==> src/rtl/even_parity_frame_checker_sat_counter.sv <==
// Saturating up-counter.
//   clk   : system clock
//   clear : synchronous clear, highest priority
//   inc   : count up by one unless already at all-ones
//   count : current value
module sat_counter #(
   parameter int W = 8
) (
   input  logic         clk,
   input  logic         clear,
   input  logic         inc,
   output logic [W-1:0] count
);

   always_ff @(posedge clk) begin
      if (clear) begin
         count <= '0;
      end else if (inc && (count != {W{1'b1}})) begin
         count <= count + 1'b1;
      end
   end

endmodule

==> config.mk <==
export PLATFORM = sky130hd
export DESIGN_NAME = sat_counter
export DESIGN_NICKNAME = d
export VERILOG_FILES = /design/src/rtl/even_parity_frame_checker_sat_counter.sv
export SDC_FILE = /design/constraint.sdc
export NUM_CORES = 1
export LEC_CHECK = 0
export CAP_MARGIN = 10
export CORE_AREA = 2 2 39 41
export DETAILED_ROUTE_END_ITERATION = 12
export DIE_AREA = 0 0 41 43
export HOLD_SLACK_MARGIN = 0.15
export SLEW_MARGIN = 20
export SYNTH_ARGS = -nofsm -noshare
export SYNTH_HDL_FRONTEND = slang
export SYNTH_SLANG_ARGS = --single-unit
==> constraint.sdc <==
create_clock -name clk -period 1.25 [get_ports clk]
set_input_delay 0.3125 -clock clk [delete_from_list [all_inputs] [get_ports clk]]
set_output_delay 0.3125 -clock clk [all_outputs]
set_load 0.01 [all_outputs]
==> out/results.tsv, run 1 <==
metric	value	unit
start_util	31.1	%
dp_slack	-0.327	ns
clockBufferDepth	2	
largest_register_ff_count	8	
synth-seq-cells	8	
synth_area_leaders	dfxtp_1 37%, a21oi_1 5.8%, a21boi_4 4.4%	
nets	79	
period_needed	1.27	ns
cts_setup_buffers	0	
synth_seq_area_share	37.2	%
num_rows	14	
grt_usage	14.3	%
syn_area	430	sq um
power.leakage	0.310	nW
final_hold_viol_count	0	
cts_tree	yes	
wl_met2	445	um
area_delta_synth_final	59.0	%
yosysMostFrequentCell	dfxtp_1	
core	1380	sq um
regMostFlops	count	
reg2reg_slack	-0.02	ns
slew_headroom	84.6	%
start_kind	flop	
violations	negative setup slack	
tightest_slew	0.231	ns
dr.pass1.iters	4	
die_w	41	um
routed.top_layer	met3	
maxCapViolCount	0	
reg.largest.list	count x8	
fin_ws	-0.0157	ns
clock_skew	0.00488	ns
drt_iter0_drc	12	
async_flop_share	0	%
slew_violations	0	
dp_hpwl	832	um
grt_pass1_vias	405	
dr_wl_met3	66	um
critPathRequiredTime	1.39	ns
grt_pass1_wl	1740	um
fp.dieH	43	um
num_vias	433	
dieArea	1760	sq um
antenna_left	0	
critPathKind	reg -> reg	
ctsRootBufferMaster	clkbuf_4	
place_congestion	0.826	
yosys_most_used_dff	dfxtp_1	
irDropWorstVdd	0.490	mV
htreeDepth	1	
synth_top_area_share	37.2	%
fmax	0.790	GHz
hold_buffers	0	
overflow	0	
synth.distinct_cells	25	
synth_area_per_cell	9.36	sq um
setup.worst_path.end_class	flop	
clkLatencyLatePin	0.25	ns
viasPerCell	4.87	
synth_edf_count	0	
drt-met1-wl	493	um
yosys.area.top_type	dfxtp_1	
clkSinkCount	8	
crit_arrival	1.41	ns
min_path_type	reg -> reg	
path_clk_slew	0.06	ns
cp_max_fo	5	
power.density	794	nW/um^2
grt_max_degree	7	
synth_nets	50	
status	finished with violations	
min_period_over_period	101	%
fin_tns_setup	-0.0157	ns
port_buffers	10	
rsz0062_at_grt	yes	
insertedDiodeCount	0	
stdcell_count	89	
finalSetupViolCount	1	
io_pins	11	
drcViolationCount	0	
yosysWarnings	0	
ys_top_cells_by_count	8 x dfxtp_1, 5 x a21oi_1, 5 x nand2_1	
dp.cells	86	
synthCells	46	
wl	1010	um
antenna_found_initial	0	
cts_buffers	3	
wire_per_inst	11.3	um
drive_above_1_share	39.7	%
worst max-delay path: stages (launching register included):
cell,delay (ns)
dfxtp_2,0.35
ha_4,0.16
and3_4,0.19
a21boi_4,0.15
mux2_4,0.31
final cells by class:
class | count | area (sq um)
Sequential cell | 8 | 166
Timing Repair Buffer | 25 | 204
Inverter | 1 | 3.75
Tap cell | 16 | 20.0
Clock buffer | 3 | 22.5
Multi-Input combinational cell | 36 | 268
Fill cell | 140 | 699
final timing paths:
kind              cells past startpoint  endpoint  startpoint
hold reg to reg                       2  count[1]    count[1]
hold / removal                        2  count[1]    count[1]
setup / recovery                      4  count[0]    count[0]
setup reg to reg                      4  count[0]    count[0]
kinds of logic after synthesis:
kind of cell | count (synthesis) | synth area share [%]
multiplexers | 2 | 5.81
adder cells (fa/ha/maj) | 1 | 2.91
flip-flops | 8 | 37.2
AO/OA/AOI/OAI | 15 | 25.9
AND/OR/NAND/NOR | 18 | 24.7
buffers and inverters | 2 | 3.49
placed cells by master (no fill, tap or decap), drive strengths merged:
| cell | synthesis | layout |
|---|---|---|
| buf | 1 | 15 |
| dfxtp | 8 | 8 |
| dlygate4sd2 | 0 | 7 |
| a21oi | 5 | 5 |
| nand2 | 5 | 5 |
| clkbuf | 0 | 3 |
| and4 | 2 | 2 |
| nand4 | 2 | 2 |
| nor3 | 2 | 2 |
| o21bai | 2 | 2 |
| nand3 | 2 | 2 |
| a211oi | 2 | 2 |
| clkdlybuf4s15 | 0 | 2 |
| a21boi | 2 | 2 |
| inv | 1 | 1 |
| and3 | 1 | 1 |
| or3 | 1 | 1 |
| o21ai | 1 | 1 |
| mux2i | 1 | 1 |
| and2b | 1 | 1 |
| nor2 | 1 | 1 |
| mux2 | 1 | 1 |
| nand2b | 1 | 1 |
| o311a | 1 | 1 |
| a31oi | 1 | 1 |
| a311oi | 1 | 1 |
| ha | 1 | 1 |
| clkdlybuf4s50 | 0 | 1 |
report_power, final:
part           switching (W)  internal [W]  leakage, nW
clock network      0.0000912      0.000110       0.0138
logic              0.0000261     0.0000428        0.229
registers          0.0000103      0.000263       0.0671
per-stage QoR:
stage	utilization [%]	power [W]	hold WS, ns	instance area [sq um]
5_1_grt	49.5	0.000576	0.523	684
3_5_place_dp	48.4	0.000353	0.490	669
3_3_place_gp	48.4	0.000353	0.486	669
2_1_floorplan	-	0.000306	0.385	448
4_1_cts	49.3	0.000554	0.498	682
6_report	49.5	0.000544	0.495	684
routing by layer:
layer | up-vias | track usage (%)
li1 | 233 | -
met1 | 187 | 20.9
met2 | 13 | 19.4
met3 | 0 | 3.14
met4 | 0 | 6.00
met5 | - | 0
timing repair:
item                                    4_1_cts  5_1_grt
resized for setup                            10        2
endpoints found under the setup margin       11        7
pin swaps                                     0        0
Power figures use the tool's default switching activity.
==> run 2: changes to the inputs <==
--- a/config.mk
+++ b/config.mk
@@ -10,6 +10,7 @@
 export DETAILED_ROUTE_END_ITERATION = 12
 export DIE_AREA = 0 0 41 43
 export HOLD_SLACK_MARGIN = 0.15
+export SKIP_LAST_GASP = 1
 export SLEW_MARGIN = 20
 export SYNTH_ARGS = -nofsm -noshare
 export SYNTH_HDL_FRONTEND = slang
==> results of run 2 <==
Same layout as run 1: the final DEF is identical, and so are final timing and power.
Among the figures that moved: number of gates resized after CTS 10 -> 9
